File: config.mk
export PLATFORM = sky130hd
export DESIGN_NAME = inorder_issue_stage
export DESIGN_NICKNAME = d
export VERILOG_FILES = /design/src/rtl/issue_pkg.sv /design/src/rtl/inorder_issue_stage_scoreboard.sv /design/src/rtl/inorder_issue_stage.sv
export SDC_FILE = /design/constraint.sdc
export NUM_CORES = 1
export LEC_CHECK = 0
export ABC_CLOCK_PERIOD_IN_PS = 11200
export BUFFER_PORTS_ARGS = -buffer_cell sky130_fd_sc_hd__clkbuf_2
export CAP_MARGIN = 5
export CORE_MARGIN = 2
export CORE_UTILIZATION = 61
export CTS_BUF_LIST = sky130_fd_sc_hd__clkbuf_4
export CTS_CLUSTER_SIZE = 28
export DETAILED_ROUTE_END_ITERATION = 12
export GPL_ROUTABILITY_DRIVEN = 0
export PLACE_DENSITY = 0.91
export SYNTH_ARGS = -nofsm -noshare
export SYNTH_HDL_FRONTEND = slang
export SYNTH_SLANG_ARGS = --single-unit
File: constraint.sdc
create_clock -name clk -period 11.2 [get_ports clk]
set_input_delay 1.12 -clock clk [delete_from_list [all_inputs] [get_ports clk]]
set_output_delay 1.12 -clock clk [all_outputs]
set_load 0.01 [all_outputs]
File: src/rtl/issue_pkg.sv
// Shared types for the in-order issue stage: decoded uop packet, unit types and helpers.
package issue_pkg;

    localparam int EXU_COUNT = 4;

    typedef enum logic [5:0] {
        UOPC_NOP  = 6'd0,
        UOPC_ADD  = 6'd1,
        UOPC_ADDI = 6'd2,
        UOPC_MUL  = 6'd3,
        UOPC_DIV  = 6'd4,
        UOPC_LD   = 6'd5,
        UOPC_ST   = 6'd6,
        UOPC_BEQ  = 6'd7
    } uopc_t;

    typedef enum logic [1:0] {
        EXUT_ALU = 2'd0,
        EXUT_MUL = 2'd1,
        EXUT_DIV = 2'd2,
        EXUT_MEM = 2'd3
    } exut_t;

    typedef enum logic [2:0] {
        IMMT_NONE = 3'd0,
        IMMT_I    = 3'd1,
        IMMT_S    = 3'd2,
        IMMT_B    = 3'd3,
        IMMT_U    = 3'd4,
        IMMT_J    = 3'd5
    } immt_t;

    typedef struct packed {
        uopc_t       uopc;
        exut_t       exut;
        logic        has_rd;
        logic        has_rs1;
        logic        has_rs2;
        logic [4:0]  rd;
        logic [4:0]  rs1;
        logic [4:0]  rs2;
        immt_t       immt;
        logic        is_br;
        logic [19:0] imm;
    } issue_uop_t;

    function automatic logic [31:0] reg_onehot(input logic [4:0] idx);
        reg_onehot = 32'd1 << idx;
    endfunction

    // A named register operand is only a hazard when it is real (not x0) and still pending.
    function automatic logic reg_hazard(input logic [31:0] eff, input logic en, input logic [4:0] idx);
        reg_hazard = en && (idx != 5'd0) && eff[idx];
    endfunction

endpackage

File: src/rtl/inorder_issue_stage_scoreboard.sv
// 32-entry register scoreboard with set/clear ports and same-cycle writeback bypass on lookups.
module issue_scoreboard
    import issue_pkg::*;
(
    input  logic        clk,
    input  logic        rst,
    input  logic        set_en,
    input  logic [4:0]  set_rd,
    input  logic        clr_en,
    input  logic [4:0]  clr_rd,
    input  logic        chk_rs1_en,
    input  logic [4:0]  chk_rs1,
    input  logic        chk_rs2_en,
    input  logic [4:0]  chk_rs2,
    input  logic        chk_rd_en,
    input  logic [4:0]  chk_rd,
    output logic [31:0] busy,
    output logic        hazard
);

    logic [31:0] busy_r;
    logic [31:0] set_mask_s;
    logic [31:0] clr_mask_s;
    logic [31:0] eff_busy_s;

    // Decode set/clear requests into masks; x0 is never marked busy.
    always_comb begin
        set_mask_s = 32'd0;
        clr_mask_s = 32'd0;
        if (set_en && (set_rd != 5'd0)) begin
            set_mask_s = reg_onehot(set_rd);
        end else begin
            set_mask_s = 32'd0;
        end
        if (clr_en) begin
            clr_mask_s = reg_onehot(clr_rd);
        end else begin
            clr_mask_s = 32'd0;
        end
    end

    assign eff_busy_s = busy_r & ~clr_mask_s;

    // Hazard lookup sees the writeback of this cycle already applied.
    always_comb begin
        hazard = reg_hazard(eff_busy_s, chk_rs1_en, chk_rs1)
               | reg_hazard(eff_busy_s, chk_rs2_en, chk_rs2)
               | reg_hazard(eff_busy_s, chk_rd_en,  chk_rd);
    end

    // Busy flops: a set for the same register wins over its clear.
    always_ff @(posedge clk or posedge rst) begin
        if (rst) begin
            busy_r <= 32'd0;
        end else begin
            busy_r <= eff_busy_s | set_mask_s;
        end
    end

    assign busy = busy_r;

endmodule

File: src/rtl/inorder_issue_stage.sv
// In-order issue stage: uop FIFO, head hazard check against scoreboard and unit busy, registered issue.
module inorder_issue_stage
    import issue_pkg::*;
#(
    parameter int DEPTH = 4
) (
    input  logic        clk,
    input  logic        rst,
    input  logic        flush,
    input  logic        enq_valid,
    output logic        enq_ready,
    input  issue_uop_t  enq_uop,
    input  logic [3:0]  exu_busy,
    input  logic        wb_valid,
    input  logic [4:0]  wb_rd,
    output logic        iss_valid,
    output issue_uop_t  iss_uop,
    output logic [31:0] sb_busy
);

    localparam int PTR_W = $clog2(DEPTH);

    issue_uop_t       mem_r [DEPTH];
    logic [PTR_W-1:0] head_r;
    logic [PTR_W-1:0] tail_r;
    logic [PTR_W:0]   count_r;
    logic             iss_valid_r;
    issue_uop_t       iss_uop_r;

    issue_uop_t       head_uop_s;
    logic             full_s;
    logic             enq_fire_s;
    logic             hazard_s;
    logic             go_s;
    logic             sb_set_s;

    assign head_uop_s = mem_r[head_r];
    assign full_s     = (count_r == (PTR_W+1)'(DEPTH));
    assign enq_ready  = ~full_s;
    // Full blocks enqueue even if the head leaves this cycle, keeping ready independent of hazards.
    assign enq_fire_s = enq_valid & ~full_s & ~flush;

    issue_scoreboard u_sb (
        .clk        (clk),
        .rst        (rst),
        .set_en     (sb_set_s),
        .set_rd     (head_uop_s.rd),
        .clr_en     (wb_valid),
        .clr_rd     (wb_rd),
        .chk_rs1_en (head_uop_s.has_rs1),
        .chk_rs1    (head_uop_s.rs1),
        .chk_rs2_en (head_uop_s.has_rs2),
        .chk_rs2    (head_uop_s.rs2),
        .chk_rd_en  (head_uop_s.has_rd),
        .chk_rd     (head_uop_s.rd),
        .busy       (sb_busy),
        .hazard     (hazard_s)
    );

    // Issue decision for the head entry; flush suppresses it.
    always_comb begin
        go_s     = 1'b0;
        sb_set_s = 1'b0;
        if ((count_r != (PTR_W+1)'(0)) && !hazard_s && !exu_busy[head_uop_s.exut] && !flush) begin
            go_s     = 1'b1;
            sb_set_s = head_uop_s.has_rd;
        end else begin
            go_s     = 1'b0;
            sb_set_s = 1'b0;
        end
    end

    // FIFO storage write at tail.
    always_ff @(posedge clk or posedge rst) begin
        if (rst) begin
            for (int i = 0; i < DEPTH; i++) begin
                mem_r[i] <= '0;
            end
        end else if (enq_fire_s) begin
            mem_r[tail_r] <= enq_uop;
        end
    end

    // Pointers and occupancy; flush empties the queue.
    always_ff @(posedge clk or posedge rst) begin
        if (rst) begin
            head_r  <= PTR_W'(0);
            tail_r  <= PTR_W'(0);
            count_r <= (PTR_W+1)'(0);
        end else if (flush) begin
            head_r  <= PTR_W'(0);
            tail_r  <= PTR_W'(0);
            count_r <= (PTR_W+1)'(0);
        end else begin
            if (go_s) begin
                head_r <= head_r + PTR_W'(1);
            end
            if (enq_fire_s) begin
                tail_r <= tail_r + PTR_W'(1);
            end
            case ({enq_fire_s, go_s})
                2'b10:   count_r <= count_r + (PTR_W+1)'(1);
                2'b01:   count_r <= count_r - (PTR_W+1)'(1);
                default: count_r <= count_r;
            endcase
        end
    end

    // Issue register: one-cycle valid pulse, packet holds between issues.
    always_ff @(posedge clk or posedge rst) begin
        if (rst) begin
            iss_valid_r <= 1'b0;
            iss_uop_r   <= '0;
        end else if (go_s) begin
            iss_valid_r <= 1'b1;
            iss_uop_r   <= head_uop_s;
        end else begin
            iss_valid_r <= 1'b0;
        end
    end

    assign iss_valid = iss_valid_r;
    assign iss_uop   = iss_uop_r;

endmodule

# Yosys cells after proc, flatten, opt, wreduce, memory -nomap -nowiden
# Cells that the tools add are included.
# word_totals
out_inout_bits	84
input_bits	64
romBits	0
ramBits	0
wordCells	133
memories	0
latch_bits	0
register_bits	290
# op_classes
n_reduce_logical	21
n_eq_ne	3
magnitude_cmp	7
addsub	4
muxes	25
shift	2
multipliers	0
div_mod_pow	0
n_bitwise	11
# ops
op	count
bitwise mux 200 bit	1
two-way mux 50 bit	3
binary-select mux 50 bit (select 2 bit)	1
demux 50 bit (select 2 bit)	1
two-way mux 32 bit	2
<< shifter 1 x 5 -> 32 bit (first input constant)	2
bitwise AND 32 bit	1
inverter 32 bit	1
OR 32 bit	1
less-than comparator 5 x 6 -> 1 bit (second input constant)	3
binary-select mux 1 bit (select 5 bit)	3
nonzero test 5 bit	3
logical AND 1 bit	11
two-way mux 2 bit	4
two-way mux 1 bit	7
greater-or-equal comparator 3 bit (second input constant)	2
inverter 2 -> 3 bit	2
case mux 3 bit (2 select lines)	1
nonzero test 3 bit	2
adder 2 x 1 -> 2 bit (second input constant)	2
nonzero test 2 bit	2
adder 3 x 1 -> 3 bit (second input constant)	1
== test 3 bit (second input constant)	1
logical NOT 1 bit	3
other kinds (10)	13

# Logic depth before layout (Yosys ltp)
# Gate-level depths: netlist (run 1).
# logic_depth
depth_word	17
ltp_mapped	17
depth_no_buf	12

# Modules after synthesis
# From an unflattened synthesis (run 1), not the netlist that was laid out.
# unflattened
hier_cells	942
hier_area_um2	13530.5
# by_module_without_submodules
mod	instances	area_each_um2	seq_area_each_um2	cells_each
inorder_issue_stage	1	11008.1	6456.2	645
issue_scoreboard	1	2522.4	800.8	297

# Worst setup path after synthesis (run 1)
# OpenSTA, ideal clock, no wires.
# synth_path
kind	input-to-reg
startpoint	input wb_rd[1]
endpoint	register count_r[2]
setup_time_ns	0.125
arrival_time_ns	4.386
n_path_buf	3
cell_stages	15
required_time_ns	11.075
slack_ns	6.690
path_cell_list	buf_2 > or4b_4 > o211a_1 > mux4_2 > a2111oi_2 > a211oi_1 > a41oi_2 > and4b_1 > buf_4 > buf_6 > and2_1 > fa_1 > nand3_1 > mux2i_1 > mux2_2
# synth_via
elab_chain_len	17
word_cells_on_any_way	25
cone_classes	eq/ne (2); shift (1); mux (10); bitwise (4); reduce/logical (8)
# synth_rtl
item	line	source
start, declared	inorder_issue_stage.sv:15	input logic [4:0] wb_rd,
<< shifter 1 x 5 -> 32 bit *	issue_pkg.sv:48	reg_onehot = 32'd1 << idx;
two-way mux 32 bit *	inorder_issue_stage_scoreboard.sv:35	if (clr_en) begin
inverter 32 bit *	inorder_issue_stage_scoreboard.sv:42	assign eff_busy_s = busy_r & ~clr_mask_s;
bitwise AND 32 bit *	inorder_issue_stage_scoreboard.sv:42	
binary-select mux 1 bit (select 5 bit)	issue_pkg.sv:53	reg_hazard = en && (idx != 5'd0) && eff[idx];
two-way mux 1 bit (implied by the code)	issue_pkg.sv:53	
logical AND 1 bit	issue_pkg.sv:53	
OR 1 bit	inorder_issue_stage_scoreboard.sv:47	| reg_hazard(eff_busy_s, chk_rs2_en, chk_rs2)
OR 1 bit *	inorder_issue_stage_scoreboard.sv:48	| reg_hazard(eff_busy_s, chk_rd_en, chk_rd);
logical NOT 1 bit *	inorder_issue_stage.sv:64	if ((count_r != (PTR_W+1)'(0)) && !hazard_s && !exu_busy[head_uop_s.exut] && !flush) begin
logical AND 1 bit * (3 in series)	inorder_issue_stage.sv:64	
two-way mux 1 bit *	inorder_issue_stage.sv:64	
via go_s	inorder_issue_stage.sv:34	logic go_s;
== test 2 x 1 -> 1 bit or == test 2 bit (tied branches)	inorder_issue_stage.sv:101	case ({enq_fire_s, go_s})
case mux 3 bit (2 select lines)	inorder_issue_stage.sv:101	
two-way mux 3 bit	inorder_issue_stage.sv:90	end else if (flush) begin
end signal, assigned	inorder_issue_stage.sv:89	count_r <= (PTR_W+1)'(0);
end signal, assigned	inorder_issue_stage.sv:102	2'b10: count_r <= count_r + (PTR_W+1)'(1);
end signal, assigned	inorder_issue_stage.sv:103	2'b01: count_r <= count_r - (PTR_W+1)'(1);
end, declared	inorder_issue_stage.sv:26	logic [PTR_W:0] count_r;
# Mark *: on every way through the listed nets, which the timed path passes. The rest lies on a longest branch. The select of a mux whose other input is x is not followed.
# A chain may end at the register's enable or synchronous reset.

# Final worst setup path (run 1)
# layout_path
startpoint	register head_r[0]
endpoint	register u_sb.busy_r[31], in the netlist u_sb.busy[31]
# layout_via
elab_chain_len	17
word_cells_on_any_way	33
cone_classes	shift (1); mux (13); bitwise (4); reduce/logical (15)
# layout_rtl
item	line	source
start, declared	inorder_issue_stage.sv:24	logic [PTR_W-1:0] head_r;
start signal, assigned	inorder_issue_stage.sv:96	head_r <= head_r + PTR_W'(1);
inverter 2 -> 3 bit (implied by the code) *	inorder_issue_stage.sv:37	assign head_uop_s = mem_r[head_r];
binary-select mux 50 bit (select 2 bit) *	inorder_issue_stage.sv:37	
two-way mux 50 bit (implied by the code) * (2 in series)	inorder_issue_stage.sv:37	
binary-select mux 1 bit (select 5 bit) or nonzero test 5 bit (tied branches)	issue_pkg.sv:53	
two-way mux 1 bit (implied by the code) or logical AND 1 bit (tied branches)	issue_pkg.sv:53	
logical AND 1 bit	issue_pkg.sv:53	
OR 1 bit	inorder_issue_stage_scoreboard.sv:47	
OR 1 bit	inorder_issue_stage_scoreboard.sv:48	
logical NOT 1 bit	inorder_issue_stage.sv:64	
logical AND 1 bit (3 in series)	inorder_issue_stage.sv:64	
two-way mux 1 bit	inorder_issue_stage.sv:64	
logical AND 1 bit	inorder_issue_stage_scoreboard.sv:30	if (set_en && (set_rd != 5'd0)) begin
two-way mux 32 bit *	inorder_issue_stage_scoreboard.sv:30	
OR 32 bit *	inorder_issue_stage_scoreboard.sv:56	busy_r <= eff_busy_s | set_mask_s;
end signal, assigned	inorder_issue_stage_scoreboard.sv:56	
end, declared	inorder_issue_stage_scoreboard.sv:21	logic [31:0] busy_r;
# Mark *: on every way between the ends. The rest lies on a longest branch, timed or not. The select of a mux whose other input is x is not followed.

==> results of run 1 <==
==> path summary, 6_finish.rpt <==
path / from / to / slack, ns / depth (start not counted)
max: head_r[0]$_DFFE_PP0P_ / u_sb.busy[31]$_DFF_PP0_ / 5.95 / 10
min: mem_r[141]$_DFFE_PP0P_ / mem_r[141]$_DFFE_PP0P_ / 0.50 / 1
max reg2reg: head_r[0]$_DFFE_PP0P_ / u_sb.busy[31]$_DFF_PP0_ / 5.95 / 10
min reg2reg: mem_r[141]$_DFFE_PP0P_ / mem_r[141]$_DFFE_PP0P_ / 0.50 / 1
max in group asynchronous: rst / head_r[0]$_DFFE_PP0P_ / 8.90 / 3
min in group asynchronous: rst / mem_r[165]$_DFFE_PP0P_ / 0.62 / 2
==> through the flow <==
stage | area (um2) | hold WS [ns] | util [%]
2_1_floorplan | 13940 | 0.4739 | -
3_3_place_gp | 14810 | 0.4814 | 65.82
3_5_place_dp | 14810 | 0.4890 | 65.82
4_1_cts | 15740 | 0.5023 | 69.96
5_1_grt | 15750 | 0.5157 | 69.97
6_report | 15750 | 0.4993 | 69.97
==> power groups by stage <==
stage / Combinational (mW) / Sequential [mW] / Clock, mW
floorplan: 1.19 / 1.78 / 0
global placement: 1.58 / 1.80 / 0
detailed placement: 1.64 / 1.85 / 0
CTS: 1.65 / 1.83 / 0.922
global route: 1.78 / 1.89 / 0.982
finish: 1.67 / 1.84 / 0.901
==> cell type report <==
type	count	area (um2)	share of cell area, %
Sequential cell	290	7262	46.12
Clock inverter	22	150.1	0.9536
Multi-Input combinational cell	644	6337	40.25
Tap cell	285	356.6	2.265
Timing Repair Buffer	156	803.3	5.102
Clock buffer	104	780.7	4.959
Antenna cell	1	2.502	0.01589
Inverter	12	52.55	0.3338
==> placed cells by master (no fill, tap or decap), drive strengths merged, types with 3 or more instances in the layout <==
master	instances
dfrtp	290
mux2	256
clkbuf	251
o21ai	56
mux4	53
mux2i	49
nand2	38
nor2	30
nor3	16
inv	16
nand3	14
clkinv	14
a211oi	12
a21oi	10
nand2b	9
buf	9
a311oi	8
a2111oi	8
xnor2	8
nand4	6
nor2b	6
o211ai	6
and2	5
a31oi	5
or2	4
ha	4
a41oi	4
o31ai	4
nor3b	3
o311ai	3
==> sequential cells by signal (all words and copies together), names as in the netlist <==
register	flops
count_r	3
u_sb.busy	32
tail_r	2
mem_r	200
iss_valid	1
head_r	2
iss_uop	50
==> cells in the mapped netlist (7+ instances only) <==
cell / n
o21ai_0: 56
a211oi_1: 12
a2111oi_0: 7
inv_1: 12
nor3_1: 16
mux4_2: 53
mux2i_1: 49
buf_2: 17
buf_1: 26
nor2_1: 30
nand2b_1: 9
mux2_2: 256
clkbuf_1: 22
dfrtp_1: 290
nand2_1: 36
a311oi_1: 8
nand3_1: 14
a21oi_1: 10
==> logic make-up (layout without fill, tap and decap cells) <==
logic type               after synthesis  count (layout)  synth area share, %
XOR/XNOR                              10              10               0.7361
flip-flops                           290             290                52.06
buffers and inverters                 82             294                2.549
AO/OA/AOI/OAI                        130             130                6.275
AND/OR/NAND/NOR                      141             141                5.108
other                                  0               1                    0
multiplexers                         358             358                32.76
adder cells (fa/ha/maj)                5               5               0.5027
==> per-layer routing <==
layer  vias up  global-route usage, %  wire length (um)
met5         -                      0                16
met4         2                  14.42              1508
met3       154                  7.577              3193
met2       537                  45.35             16180
met1      4923                  38.39             13250
li1       4185                      -                 -
==> flow_summary_export.csv, run 1 <==
group,metric,value,unit
synthesis,postSynthAreaPerCell,13.72,um2
worst_setup_path,endpoint_kind,"flip-flop",
power,power,4.410,mW
route,drt_iter0_drc,923,
synthesis,yosysTopAreaCell,"dfrtp_1",
worst_setup_path,criticalPathCategory,"flip-flop to flip-flop",
sta,tightest_slew,1.032,ns
place,place_ws,6.089,ns
synthesis,synthFlopType,"dfrtp_1",
floorplanning,die_area,24070,um2
clock_network,cts_tree,"yes",
layout,synthToLayoutAreaGrowth,12.96,%
route,via_per_inst,6.474,
worst_setup_path,worst_setup_path_start_kind,"flip-flop",
route,drc_errors,0,
grt,grt_pass1_wl,54710,um
route,vias,9801,
clock_network,post_cts_buffers,0,
clock_network,h-tree-depth,3,
worst_setup_path,path_cells,"mux4_2, xnor2_1, a211oi_1, a2111oi_0, nor3_1, a21oi_1, and4b_2, buf_4, nand3_1, o21ai_0",
sta,drv_slew,0,
route,dr.pass1.iters,7,
worst_setup_path,slowest_stage,"mux4_2",
route,ant_nets,0,
clock_network,worst_skew_pair.late_latency,0.71,ns
grt,grt_pass1_vias,10218,
clock_network,cts.clk_slew.worst_paths,0.07,ns
sta,fin_crit,5.249,ns
power,p_clk_share,20.4,%
worst_setup_path,critPathMaxStageDelay,0.94,ns
clock_network,post_cts_resized,0,
worst_setup_path,path_max_fanout,56,
floorplanning,die_h,155.2,um
clock_network,cts_buffer_depth,3,
power,p_leak,7.075,nW
power,ir_drop,160.9,uV
layout,drive_gt1_share,48.94,%
synthesis,synth_area_leaders,"dfrtp_1, mux2_2, mux4_2",
power,p_comb_share,37.9,%
grt,track_usage,29.09,%
power,intPower,2.833,mW
sta,finalWorstSetupSlack,5.951,ns
floorplanning,top_level_ports,148,
layout,nFillCells,1457,
synthesis,synth_warnings,0,
synthesis,seq_area_frac_synth,52.06,%
place,hpwl,22500,um
grt,gr-total-overflow,0,
sta,fmax,190.5,MHz
route,drt-total-wl,34150,um
power,power_density,280.1,nW/um2
worst_setup_path,path_delay_family,"compound AO/OA/AOI/OAI gates",
floorplanning,rows,55,
worst_setup_path,arrival,5.86,ns
synthesis,synth-async-reset-ratio,100.0,%
sta,rsz0062_at_grt,"false",
synthesis,synth-edff-count,0,
clock_network,clock-sinks,290,
synthesis,synthCells,1016,
clock_network,cts-root-buf,"clkbuf_4",
power,p_switching,1.577,mW
synthesis,syn_area,13940,um2
clock_network,cts_buffers,74,
power,swShare,35.77,%
layout,nNetsFinal,1247,
synthesis,ys_types,60,
sta,timing.final.crit_share,46.87,%
worst_hold_path,min_path_type,"flip-flop to flip-flop",
sta,hold_viol_final,0,
place,io_buffers,147,
run_status,status,"finished clean",
grt,grt_max_degree,132,
grt,antenna_found_initial,2,
sta,relSlewSlack,31.19,%
sta,fin_setup_tns,0,ns
synthesis,ys_ff_latch,290,
place,place_inst,1387,
layout,finalNonFillerCells,1514,
synthesis,syn-num-nets,1085,
job,maxCapViolCount,0,
power,power_frac_seq,41.7,%
worst_setup_path,worstPathRequired,11.81,ns
route,routedWlPerCell,22.56,um
sta,setup_violations,0,
clock_network,cts-hold-fix-buffers,0,
synthesis,yosysTopAreaCellShare,52.06,%
sta,finClkSkew,0.05209,ns
worst_setup_path,cp_num_buf_inv,1,
floorplanning,core_area,22500,um2
floorplanning,die_w,155.2,um
floorplanning,start_util,61.94,%
(Power assumes the default switching activity.)
==> run 2: changes to the inputs <==
- ABC_CLOCK_PERIOD_IN_PS: 11200 -> 4850
- clock period: 11.2 -> 4.85 ns (I/O delays scaled with it)
==> flow_summary_export.csv, run 2 (synthesis gave the netlist of run 1 again) <==
group,metric,value,unit
job,maxCapViolCount,0,
worst_setup_path,cp_num_buf_inv,1,
sta,relSlewSlack,30.60,%
route,via_per_inst,6.516,
layout,layout_common_cells,"dfrtp_1, mux2_2, clkbuf_2, clkbuf_4, o21ai_0",
layout,final_common_cell,"dfrtp_1",
worst_setup_path,r2r_cells,12,
power,power_frac_seq,41.3,%
power,p_leak,7.104,nW
layout,largest_register,"mem_r",
layout,drive_gt1_share,49.35,%
place,placed_area,14870,um2
layout,finalNonFillerCells,1516,
grt,gr-total-overflow,0,
worst_setup_path,path_max_fanout,15,
layout,nFillCells,1491,
worst_setup_path,worstPathRequired,5.40,ns
power,ir_drop,348.0,uV
route,dr.pass1.iters,5,
power,power_density,646.1,nW/um2
grt,track_usage,29.88,%
sta,tightest_slew,1.037,ns
layout,largest_reg_flops,200,
clock_network,cts_buffer_depth,3,
place,io_buffers,147,
clock_network,clock-sinks,290,
route,ant_nets,0,
sta,timing.final.crit_share,88.78,%
power,intPower,6.581,mW
worst_hold_path,min_path_type,"input port to flip-flop",
route,drt-total-wl,34930,um
clock_network,cts_buffers,74,
clock_network,post_cts_buffers,0,
worst_hold_path,hold_end,"mem_r[24]$_DFFE_PP0P_",
worst_setup_path,crit_path_start,"head_r[0]$_DFFE_PP0P_",
sta,hold_viol_final,0,
power,p_comb_share,38.2,%
sta,rsz0062_at_grt,"false",
sta,fmax,232.2,MHz
clock_network,cts.clk_slew.worst_paths,0.06,ns
grt,antenna_found_initial,2,
worst_setup_path,rr_endpoint,"count_r[2]$_DFFE_PP0P_",
route,vias,9879,
floorplanning,core_area,22500,um2
clock_network,cts-root-buf,"clkbuf_4",
power,p_switching,3.632,mW
sta,finClkSkew,0.06659,ns
worst_setup_path,path_delay_family,"multiplexers",
worst_setup_path,path_cells,"buf_4, mux4_2, a2111oi_0, a41oi_1, a211oi_1, a41oi_2, and4b_2, and2_1, fa_1, nand2b_1, mux2i_1, mux2_2",
place,place_inst,1392,
layout,postLayoutCellArea,15810,um2
grt,grt_pass1_vias,10416,
worst_setup_path,r2r-start,"head_r[0]$_DFFE_PP0P_",
floorplanning,die_h,155.2,um
grt,grt_pass1_wl,55740,um
sta,fin_crit,4.306,ns
sta,fin_setup_tns,0,ns
worst_setup_path,arrival,4.85,ns
floorplanning,start_util,61.94,%
run_status,status,"finished clean",
worst_setup_path,ff2ff_setup_slack,0.54,ns
place,place_ws,0.6525,ns
clock_network,cts_tree,"yes",
place,hpwl,22700,um
worst_setup_path,worst_setup_path_start_kind,"flip-flop",
route,routedWlPerCell,23.04,um
layout,nNetsFinal,1253,
worst_setup_path,critPathMaxStageDelay,0.76,ns
layout,synthToLayoutAreaGrowth,13.42,%
clock_network,h-tree-depth,3,
route,drc_errors,0,
sta,finalWorstSetupSlack,0.5443,ns
worst_hold_path,whs_path_depth,2,
worst_setup_path,endpoint_kind,"flip-flop",
sta,setup_violations,0,
worst_hold_path,hp-start,"enq_uop[24]",
power,swShare,35.56,%
sta,whs,0.09413,ns
route,drt_iter0_drc,846,
floorplanning,top_level_ports,148,
floorplanning,rows,55,
clock_network,worst_skew_pair.late_latency,0.69,ns
worst_setup_path,criticalPathCategory,"flip-flop to flip-flop",
floorplanning,die_area,24070,um2
power,p_clk_share,20.4,%
sta,drv_slew,0,
grt,grt_max_degree,178,
worst_setup_path,slowest_stage,"mux4_2",
floorplanning,die_w,155.2,um
## run 2: cell count changes in the layout (fill, tap and decap cells not counted), sizes merged
cell / before / now
buf: 9 / 14
clkinv: 14 / 9
clkbuf: 251 / 254
inv: 16 / 13
clkinvlp: 2 / 3
dlygate4sd3: 0 / 1
## run 2: routing by layer
| layer | vias to the layer above | routed length (um) | GRT usage (%) |
|---|---|---|---|
| met5 | - | 12 | 0 |
| met1 | 4903 | 12970 | 37.03 |
| li1 | 4196 | - | - |
| met4 | 2 | 1847 | 16.27 |
| met3 | 176 | 3511 | 8.663 |
| met2 | 602 | 16590 | 47.81 |
## run 2: metrics by stage
step	power (mW)	utilization (%)
global route	10.76	70.25
finish	10.21	70.25
detailed placement	8.070	66.08
CTS	10.19	70.24
global placement	7.835	66.08
floorplan	6.864	-
## run 2: worst reg2reg max path: stages (launching register included)
cell,delay (ns)
dfrtp_4,0.54
buf_4,0.30
mux4_2,0.76
a2111oi_0,0.43
a41oi_1,0.09
a211oi_1,0.35
a41oi_2,0.23
and4b_2,0.30
and2_1,0.15
fa_1,0.37
nand2b_1,0.15
mux2i_1,0.15
mux2_2,0.35
## run 2: worst max-delay path by stage
stage,cells past startpoint,to
finish,12,count_r[2]$_DFFE_PP0P_
global route,11,u_sb.busy[29]$_DFF_PP0_
floorplan,1,count_r[0]$_DFFE_PP0P_
global placement,12,count_r[2]$_DFFE_PP0P_
CTS,12,count_r[2]$_DFFE_PP0P_
detailed placement,12,count_r[2]$_DFFE_PP0P_
## run 2: cell type report
type                    instances  area (um2)  area share (%)
flip-flops and latches        290        7262           45.94
multi-input cells             644        6337           40.09
repair buffers                162       875.8           5.540
clock buffers                 107       803.3           5.081
well taps                     285       356.6           2.256
clock inverters                15       122.6          0.7756
inverters                      12       48.80          0.3087
diodes                          1       2.502         0.01583
## run 2: what timing repair did
| action | 4_1_cts | 5_1_grt |
|---|---|---|
| endpoints found under the hold margin | 17 | 0 |
| hold buffers | 1 | 0 |
| resized for setup | 0 | 0 |
## run 2: power by group through the flow
stage          Clock (mW)  Sequential, mW  Combinational [mW]
2_1_floorplan           0            4.12                2.74
3_3_place_gp            0            4.13                3.70
3_5_place_dp            0            4.23                3.84
4_1_cts              2.13            4.20                3.86
5_1_grt              2.27            4.33                4.16
6_report             2.09            4.22                3.91
